<file path="config.mk">
export PLATFORM = sky130hd
export DESIGN_NAME = sd_pixel_packer
export DESIGN_NICKNAME = d
export VERILOG_FILES = /design/src/rtl/fb_pkg.sv /design/src/rtl/sd_pixel_packer.sv
export SDC_FILE = /design/constraint.sdc
export NUM_CORES = 1
export LEC_CHECK = 0
export BUFFER_PORTS_ARGS = -buffer_cell sky130_fd_sc_hd__buf_2
export CORE_MARGIN = 2
export CORE_UTILIZATION = 30
export DETAILED_ROUTE_END_ITERATION = 8
export SLEW_MARGIN = 20
export SYNTH_ARGS = -nofsm -noshare
export SYNTH_HDL_FRONTEND = slang
export SYNTH_SLANG_ARGS = --single-unit
export TNS_END_PERCENT = 100
</file>
<file path="constraint.sdc">
create_clock -name clk -period 2.2 [get_ports clk]
set_input_delay 0.33 -clock clk [delete_from_list [all_inputs] [get_ports clk]]
set_output_delay 0.33 -clock clk [all_outputs]
set_load 0.005 [all_outputs]
</file>
<file path="src/rtl/fb_pkg.sv">
// Shared frame-buffer definitions: frame geometry, input format codes,
// the pixel packer state encoding and the RGB888 -> RGB565 reduction.
package fb_pkg;

  localparam int H_RES    = 320;
  localparam int V_RES    = 240;
  localparam int FB_DEPTH = H_RES * V_RES;

  localparam logic FMT_RGB565 = 1'b0;
  localparam logic FMT_RGB888 = 1'b1;

  typedef enum logic [1:0] {
    IDLE = 2'd0,
    SKIP = 2'd1,
    PACK = 2'd2,
    DONE = 2'd3
  } pk_state_t;

  // Truncating reduction, no rounding.
  function automatic logic [15:0] rgb888_to_565(input logic [7:0] r,
                                                input logic [7:0] g,
                                                input logic [7:0] b);
    return {r[7:3], g[7:2], b[7:3]};
  endfunction

endpackage

</file>
<file path="src/rtl/sd_pixel_packer.sv">
// Packs the SD byte stream into RGB565 frame-buffer writes with sequential
// addresses, after discarding an optional header; flags the end of a frame.
module sd_pixel_packer #(
  parameter int H_RES        = fb_pkg::H_RES,
  parameter int V_RES        = fb_pkg::V_RES,
  parameter int HEADER_BYTES = 0,
  parameter int ADDR_W       = 17
) (
  input  logic              clk,
  input  logic              reset,
  input  logic              start,
  input  logic              fmt_rgb888,
  input  logic [7:0]        in_data,
  input  logic              in_valid,
  output logic [15:0]       pix_data,
  output logic [ADDR_W-1:0] pix_addr,
  output logic              pix_we,
  output logic              busy,
  output logic              frame_done,
  output logic              dropped,
  output logic [1:0]        state_dbg
);
  import fb_pkg::*;

  // Handshake: in_valid qualifies in_data for exactly one cycle and there is
  // no backpressure; pix_we qualifies pix_data/pix_addr for one cycle.

  localparam int                DEPTH    = H_RES * V_RES;
  localparam logic [ADDR_W-1:0] LAST_PIX = ADDR_W'(DEPTH - 1);
  localparam logic [15:0]       HDR_LAST = 16'((HEADER_BYTES > 0) ? HEADER_BYTES - 1 : 0);
  localparam pk_state_t         FIRST_ST = (HEADER_BYTES > 0) ? SKIP : PACK;

  pk_state_t         state, state_nxt;
  logic              fmt;
  logic [15:0]       hdr_cnt;
  logic [1:0]        byte_phase;
  logic [7:0]        b0, b1;
  logic [ADDR_W-1:0] pix_cnt;
  logic              pix_last_byte;
  logic [15:0]       pix_packed;

  always_comb begin
    pix_last_byte = (state == PACK) && in_valid &&
                    (byte_phase == ((fmt == FMT_RGB888) ? 2'd2 : 2'd1));
    pix_packed    = (fmt == FMT_RGB888) ? rgb888_to_565(b0, b1, in_data) : {b0, in_data};
    state_nxt     = state;
    if (start) begin
      // A start always wins, including over a pixel-completing byte.
      state_nxt = FIRST_ST;
    end else begin
      case (state)
        SKIP:    if (in_valid && hdr_cnt == HDR_LAST) state_nxt = PACK;
        PACK:    if (pix_last_byte && pix_cnt == LAST_PIX) state_nxt = DONE;
        default: state_nxt = state;
      endcase
    end
  end

  always_ff @(posedge clk) begin
    if (reset) begin
      state      <= IDLE;
      fmt        <= 1'b0;
      hdr_cnt    <= '0;
      byte_phase <= '0;
      b0         <= '0;
      b1         <= '0;
      pix_cnt    <= '0;
      pix_data   <= '0;
      pix_addr   <= '0;
      pix_we     <= 1'b0;
      frame_done <= 1'b0;
      dropped    <= 1'b0;
    end else begin
      state      <= state_nxt;
      pix_we     <= 1'b0;
      frame_done <= 1'b0;
      dropped    <= in_valid && (state == IDLE || state == DONE);
      if (start) begin
        fmt        <= fmt_rgb888;
        hdr_cnt    <= '0;
        byte_phase <= '0;
        pix_cnt    <= '0;
      end else if (state == SKIP && in_valid) begin
        hdr_cnt <= hdr_cnt + 16'd1;
      end else if (state == PACK && in_valid) begin
        if (pix_last_byte) begin
          byte_phase <= '0;
          pix_we     <= 1'b1;
          pix_addr   <= pix_cnt;
          pix_data   <= pix_packed;
          frame_done <= (pix_cnt == LAST_PIX);
          // Hold at the last address so the counter never wraps.
          if (pix_cnt != LAST_PIX) pix_cnt <= pix_cnt + 1'b1;
        end else begin
          byte_phase <= byte_phase + 2'd1;
          if (byte_phase == 2'd0) b0 <= in_data;
          else                    b1 <= in_data;
        end
      end
    end
  end

  assign busy      = (state == SKIP) || (state == PACK);
  assign state_dbg = state;

endmodule
</file>
# After elaboration in Yosys (flattened, before gate mapping)
# Index checks and enable logic that the tools add are counted.
[op_classes]
n_reduce_logical = 23
eq_ne = 10
n_mux = 8
add_sub_neg = 3
bitwise = 5
[op_table]
columns = ["op", "n"]
rows = [
  ["$add 17x1->17 const B", 1],
  ["$eq 17x17->1 const B", 1],
  ["$ne 17x17->1 const B", 1],
  ["$add 16x1->16 const B", 1],
  ["$logic_not 16->1", 1],
  ["$mux 11", 1],
  ["$mux 2", 5],
  ["$reduce_and 5->1", 2],
  ["$reduce_and 4->1", 2],
  ["$logic_and 1x1->1", 6],
  ["$reduce_and 3->1", 2],
  ["$not 1->1", 5],
  ["$reduce_or 5->1", 1],
  ["$eq 2x2->1 const B", 2],
  ["$logic_not 2->1", 2],
  ["$pmux 2 s2", 1],
  ["$reduce_or 4->1", 1],
  ["$ne 3x2->1 const B", 1],
  ["$ne 3x3->1 const B", 1],
  ["$reduce_bool 3->1", 1],
  ["$add 2x1->2 const B", 1],
  ["$eq 2x1->1 const B", 1],
  ["$eq 2x2->1", 1],
  ["$logic_or 1x1->1", 2],
  ["other kinds (6)", 6],
]
[word_totals]
in_bits = 13
out_inout_bits = 39
regBits = 90

# Logic depth before layout (Yosys ltp)
# Gate-level depths: netlist of the first run.
[logic_depth]
word_depth = 7
mapped_depth = 8
mapped_depth_nobuf = 6

# Least setup slack after synthesis of the first run
# Ideal clock, no wire load.
[synth_timing]
path_type = "reg-to-reg"
start = "reg state[1], in the netlist state_dbg[1]"
end = "reg b1[2]"
stages_incl_launch_ff = 7
setup_ns = 0.128
t_arrival_ns = 1.845
slack_ns = 0.227
path_cell_list = "dfxtp_1 > inv_1 > ha_1 > and4bb_2 > nor4b_2 > mux2i_1 > nor2_1"
[synth_via]
elab_chain_cells = 5
[synth_lines]
columns = ["element", "line_no", "text"]
rows = [
  ["start: declaration", "sd_pixel_packer.sv:33", "pk_state_t state, state_nxt;"],
  ["start signal: assignment", "sd_pixel_packer.sv:74", "state <= state_nxt;"],
  ["$eq 2x2->1", "sd_pixel_packer.sv:43, sd_pixel_packer.sv:85", ""],
  ["$logic_and 1x1->1", "sd_pixel_packer.sv:43, sd_pixel_packer.sv:85", ""],
  ["$logic_and 1x1->1", "sd_pixel_packer.sv:43", "pix_last_byte = (state == PACK) && in_valid &&"],
  ["$not 1->1 (no source line)", "-", ""],
  ["$reduce_and 5->1 (no source line) *", "-", ""],
  ["end signal: assignment", "sd_pixel_packer.sv:97", "else b1 <= in_data;"],
  ["end: declaration", "sd_pixel_packer.sv:37", "logic [7:0] b0, b1;"],
]
# Mark *: on every way between the ends. The rest lies on a longest branch, timed or not.
# A chain may end at the register's enable or synchronous reset.

# Final worst setup path of the first run
[layout_timing]
start = "reg pix_cnt[0]"
end = "reg pix_cnt[9]"
[layout_via]
elab_chain_cells = 2
[layout_lines]
columns = ["element", "line_no", "text"]
rows = [
  ["start: declaration", "sd_pixel_packer.sv:38", "logic [ADDR_W-1:0] pix_cnt;"],
  ["start signal: assignment", "sd_pixel_packer.sv:93", "if (pix_cnt != LAST_PIX) pix_cnt <= pix_cnt + 1'b1;"],
  ["parallel branches: the longest is 2 deep, another holds $add 17x1->17", "-", ""],
]
# Parallel ways; which one is timed is not known.

==> results.json, run 1 <==
{
  "finish.net_count": 505,
  "met1_length_um": 4187,
  "cp-end-kind": "flip-flop",
  "core_mm2": 0.01272,
  "instances_no_fill": 662,
  "drive_above_1_share_pct": 19.59,
  "powerDensity_mw_per_mm2": 732.8,
  "ys_ff_latch": 88,
  "rsz0062_at_grt": "false",
  "rr_worst_depth": 5,
  "setup_tns_ns": 0,
  "hpwlAfterDp_um": 6301,
  "clk_pin_slew_ns": 0.06,
  "combPwrFrac_pct": 3.7,
  "ant_nets": 0,
  "place_ws_ns": 0.1341,
  "crit_arrival_ns": 2.23,
  "p_switching_uw": 715.7,
  "chipHeight_um": 118.5,
  "cts-root-buf": "clkbuf_16",
  "first_global_vias": 3126,
  "io-pin-count": 52,
  "switching_share_pct": 20.61,
  "setup_viol": 0,
  "first_pass_iters": 5,
  "critPathLaunchType": "flip-flop",
  "worstHoldPathType": "in -> reg",
  "p_leak_nw": 1.712,
  "dr.max_layer_used": "met4",
  "first_iter_violations": 151,
  "via_per_inst": 5.080,
  "clk_path_buf_depth": 2,
  "fin_crit_ns": 2.003,
  "die_area_mm2": 0.01403,
  "max_clock_freq_mhz": 499.2,
  "slew_violations": 0,
  "slew_headroom_pct": 50.41,
  "stdcell_area_mm2": 0.004738,
  "numPortBuffers": 51,
  "syn_to_final_growth_pct": 20.57,
  "maxCapViolCount": 0,
  "holdWs_ns": 0.2348,
  "yosys-top-cells-area": "dfxtp_1, mux2i_1, a21oi_1, nand2_1, nor2_1",
  "worst_slack_ns": 0.1968,
  "htree_levels": 3,
  "hold_buffers": 0,
  "antenna_found_initial": 1,
  "yosysSeqAreaShare_pct": 44.83,
  "internal_power_mw": 2.756,
  "fin_skew_ns": 0.01030,
  "ir_drop_uv": 464.2,
  "syn_inst": 436,
  "mostFrequentLayoutCell": "dfxtp_1",
  "clkLatencyLatePin_ns": 0.35,
  "track_usage_pct": 13.31,
  "yosysUniqueCellTypes": 51,
  "wl_met2_um": 4253,
  "finalHoldViolCount": 0,
  "numCtsBuffers": 9,
  "drt-total-wl_um": 9054,
  "grt_max_degree": 45,
  "synth_area_mm2": 0.003930,
  "dpl_cell_area_mm2": 0.004384,
  "pwr-share-clk_pct": 49.9,
  "status": "completed",
  "yosysTopAreaCell": "dfxtp_1",
  "place_congestion": 0.8469,
  "clkSinkCount": 88,
  "critPathMaxFanout": 6,
  "vias": 3363,
  "dp_cells": 645,
  "cts_tree": "done",
  "period_share_pct": 91.05,
  "wl_per_cell_um": 13.68,
  "overflow": 0,
  "drc": 0,
  "initial_core_util_pct": 30.89,
  "required_ns": 2.43,
  "seqPwrFrac_pct": 46.4,
  "yosys_warnings": 0,
  "die_w_um": 118.5,
  "grt_pass1_wl_um": 15170,
  "diodes": 0,
  "worst_slew_pin_slew_ns": 0.7438,
  "syn-num-nets": 455,
  "worstHoldPathCells": 3,
  "layout_common_cells": "dfxtp_1, nand2_1, buf_2",
  "syn_avg_cell_area_um2": 9.014,
  "fp-row-count": 41,
  "netlist.area_leader.share_pct": 44.83,
  "routed-wl-met3_um": 433,
  "crit_type": "reg -> reg"
}
-- what timing repair did --
action	4_1_cts	5_1_grt
resized for setup	0	2
setup buffers	0	2
setup endpoints to repair	0	26
-- cell type report --
| cell class | count | area [µm²] |
|---|---|---|
| clock buffer | 10 | 229.0 |
| sequential | 88 | 1762 |
| tap | 172 | 215.2 |
| fill | 1335 | 7984 |
| timing repair buffer | 64 | 377.9 |
| inverter | 8 | 30.03 |
| clock inverter | 5 | 106.4 |
| multi-input combinational | 315 | 2018 |
-- layer usage --
layer	vias up	global-route usage, %
li1	1688	-
met1	1596	16.68
met2	68	21.46
met3	11	2.365
met4	0	7.664
met5	-	0
-- through the flow --
step | util [%] | total power [mW]
6_report | 37.24 | 3.472
3_3_place_gp | 34.46 | 1.771
4_1_cts | 37.10 | 3.499
3_5_place_dp | 34.46 | 1.774
2_1_floorplan | - | 1.734
5_1_grt | 37.24 | 3.586
-- power groups by stage --
stage	Combinational (mW)	Sequential, mW	Clock, mW
2_1_floorplan	0.0894	1.64	0
3_3_place_gp	0.125	1.65	0
3_5_place_dp	0.127	1.65	0
4_1_cts	0.128	1.61	1.76
5_1_grt	0.142	1.61	1.83
6_report	0.128	1.61	1.73
-- worst paths after layout --
| kind | startpoint | slack (ns) | end |
|---|---|---|---|
| worst max-delay path | pix_cnt[0] | 0.20 | pix_cnt[9] |
| worst min-delay path | in_data[1] | 0.23 | b0[1] |
| worst max register to register | pix_cnt[0] | 0.20 | pix_cnt[9] |
| worst min register to register | pix_addr[6] | 0.45 | pix_addr[6] |
-- cell families after synthesis --
group	synth area share, %
AOI/OAI and AO/OA	16.21
xor gates and xnor gates	2.006
adders and majority gates	1.910
buffers and inverters	3.916
DFF	44.83
muxes	6.877
and+or+nand+nor	24.26
-- state kept, by name (all words and copies together), names as in the netlist --
name        count
hdr_cnt        16
byte_phase      2
pix_we          1
pix_cnt        17
b0              8
fmt             1
frame_done      1
dropped         1
b1              6
pix_data       16
pix_addr       17
state_dbg       2
-- cells in the mapped netlist (all sizes together) --
| library cell | n |
|---|---|
| a211o | 1 |
| a211oi | 15 |
| a21oi | 47 |
| a2bb2oi | 1 |
| a31oi | 2 |
| a41o | 2 |
| a41oi | 1 |
| and2 | 2 |
| and3 | 2 |
| and3b | 2 |
| and4 | 6 |
| and4bb | 1 |
| buf | 14 |
| clkbuf | 11 |
| dfxtp | 88 |
| ha | 6 |
| inv | 8 |
| mux2i | 27 |
| nand2 | 62 |
| nand3 | 12 |
| nand3b | 4 |
| nand4 | 10 |
| nand4bb | 2 |
| nor2 | 40 |
| nor3 | 1 |
| nor3b | 2 |
| nor4 | 4 |
| nor4b | 3 |
| o21ai | 8 |
| o21bai | 1 |
| o311ai | 1 |
| o31ai | 15 |
| o41ai | 1 |
| or2 | 1 |
| or3 | 7 |
| or3b | 1 |
| or4 | 14 |
| or4b | 2 |
| xnor2 | 1 |
| xor2 | 8 |
-- worst max-delay path: stages (launching register included) --
cell and delay (ns):
dfxtp_1 0.41, ha_1 0.26, nand4_1 0.22, or4_1 0.63, and4_1 0.25, mux2i_1 0.11
Power figures use the tool's default switching activity.
==> run 2: changes to the inputs <==
- CORE_UTILIZATION: 30 -> 46
- PLACE_DENSITY: not set -> 0.66
==> run 2 against run 1 <==
Compared with the run above: cell area fell by 5.2%; critical path depth stayed put; hold slack worse by 0.024 ns; setup slack worse by 0.0024 ns.
==> results.json, run 2 (synthesized netlist as in run 1, its figures left out) <==
{
  "status": "completed",
  "worst_slew_pin_slew_ns": 0.7296,
  "clkSinkCount": 88,
  "drive_above_1_share_pct": 19.18,
  "stdcell_area_mm2": 0.004493,
  "crit_arrival_ns": 2.25,
  "wl_per_cell_um": 14.17,
  "holdWs_ns": 0.2106,
  "diodes": 0,
  "worstHoldPathType": "in -> reg",
  "p_leak_nw": 1.642,
  "fin_skew_ns": 0.009665,
  "antenna_found_initial": 0,
  "hold_buffers": 0,
  "seq_area_mm2": 0.001762,
  "critPathLaunchType": "flip-flop",
  "critPathMaxFanout": 6,
  "numCtsBuffers": 9,
  "multi_input_area_mm2": 0.002016,
  "cts-root-buf": "clkbuf_8",
  "first_global_vias": 3050,
  "drc": 0,
  "numPortBuffers": 51,
  "crit_type": "reg -> reg",
  "instances_no_fill": 595,
  "fp-row-count": 33,
  "fillers": 794,
  "slew_violations": 0,
  "initial_core_util_pct": 47.59,
  "max_clock_freq_mhz": 498.6,
  "powerDensity_mw_per_mm2": 617.3,
  "io-pin-count": 52,
  "cp-end-kind": "flip-flop",
  "final_util_pct": 54.41,
  "chipHeight_um": 96.43,
  "mostFrequentLayoutCell": "dfxtp_1",
  "drt-total-wl_um": 8430,
  "first_iter_violations": 178,
  "overflow": 0,
  "reg.largest.list": "pix_addr: 17 flops, pix_cnt: 17 flops",
  "power_mw": 2.773,
  "track_usage_pct": 19.92,
  "clkLatencyLatePin_ns": 0.35,
  "hpwlAfterDp_um": 5875,
  "clk_pin_slew_ns": 0.09,
  "layout_common_cells": "dfxtp_1, nand2_1, buf_2",
  "grt_pass1_wl_um": 14550,
  "dpl_cell_area_mm2": 0.004300,
  "core_mm2": 0.008258,
  "via_per_inst": 5.634,
  "setup_viol": 0,
  "maxCapViolCount": 0,
  "required_ns": 2.45,
  "htree_levels": 3,
  "slew_headroom_pct": 51.36,
  "dp_cells": 578,
  "place_ws_ns": 0.1441,
  "cts_tree": "done",
  "setup_tns_ns": 0,
  "first_pass_iters": 5,
  "period_share_pct": 91.16,
  "rsz0062_at_grt": "false",
  "ant_nets": 0,
  "die_area_mm2": 0.009299,
  "die_w_um": 96.43,
  "clk_path_buf_depth": 2,
  "ir_drop_uv": 386.0,
  "finish.net_count": 504,
  "place_congestion": 0.8451,
  "worst_slack_ns": 0.1945,
  "finalHoldViolCount": 0,
  "fin_crit_ns": 2.006,
  "syn_to_final_growth_pct": 14.33,
  "grt_max_degree": 54,
  "vias": 3352
}
==> run 2: worst paths after layout <==
path	startpoint	to	slack [ns]	cells past startpoint
max	pix_cnt[0]	pix_cnt[2]	0.19	5
min	fmt_rgb888	fmt	0.21	3
max reg2reg	pix_cnt[0]	pix_cnt[2]	0.19	5
min reg2reg	pix_data[15]	pix_data[15]	0.46	2
==> run 2: layout make-up <==
class / count / area share, %
Tap cell: 105 / 2.924
Clock inverter: 3 / 0.5569
Clock buffer: 13 / 3.537
Timing Repair Buffer: 63 / 8.243
Inverter: 8 / 0.6683
Sequential cell: 88 / 39.21
Multi-Input combinational cell: 315 / 44.86
==> run 2: where the power goes <==
part,internal [mW],switching [mW]
sequential,1.60,0.00800
clock,0.480,0.558
combinational,0.0467,0.0799
==> run 2: repair_timing <==
action,in CTS,in global routing
endpoints found under the setup margin,0,16
buffers inserted,0,1
gates resized for setup,0,1
==> run 2: per-layer routing <==
metal  part of all wire (%)  GRT usage, %  vias to the layer above
met5                      0             0                        -
met1                     48         28.34                     1582
met2                     45         30.09                       81
li1                       -             -                     1678
met4                    1.4         7.042                        0
met3                    5.7         3.957                       11
==> run 2: critical path, stage by stage (launching register included) <==
cell and delay [ns]:
dfxtp_1 0.41, ha_1 0.26, and3_1 0.21, nand3_1 0.14, or4_1 0.62, a41o_1 0.26
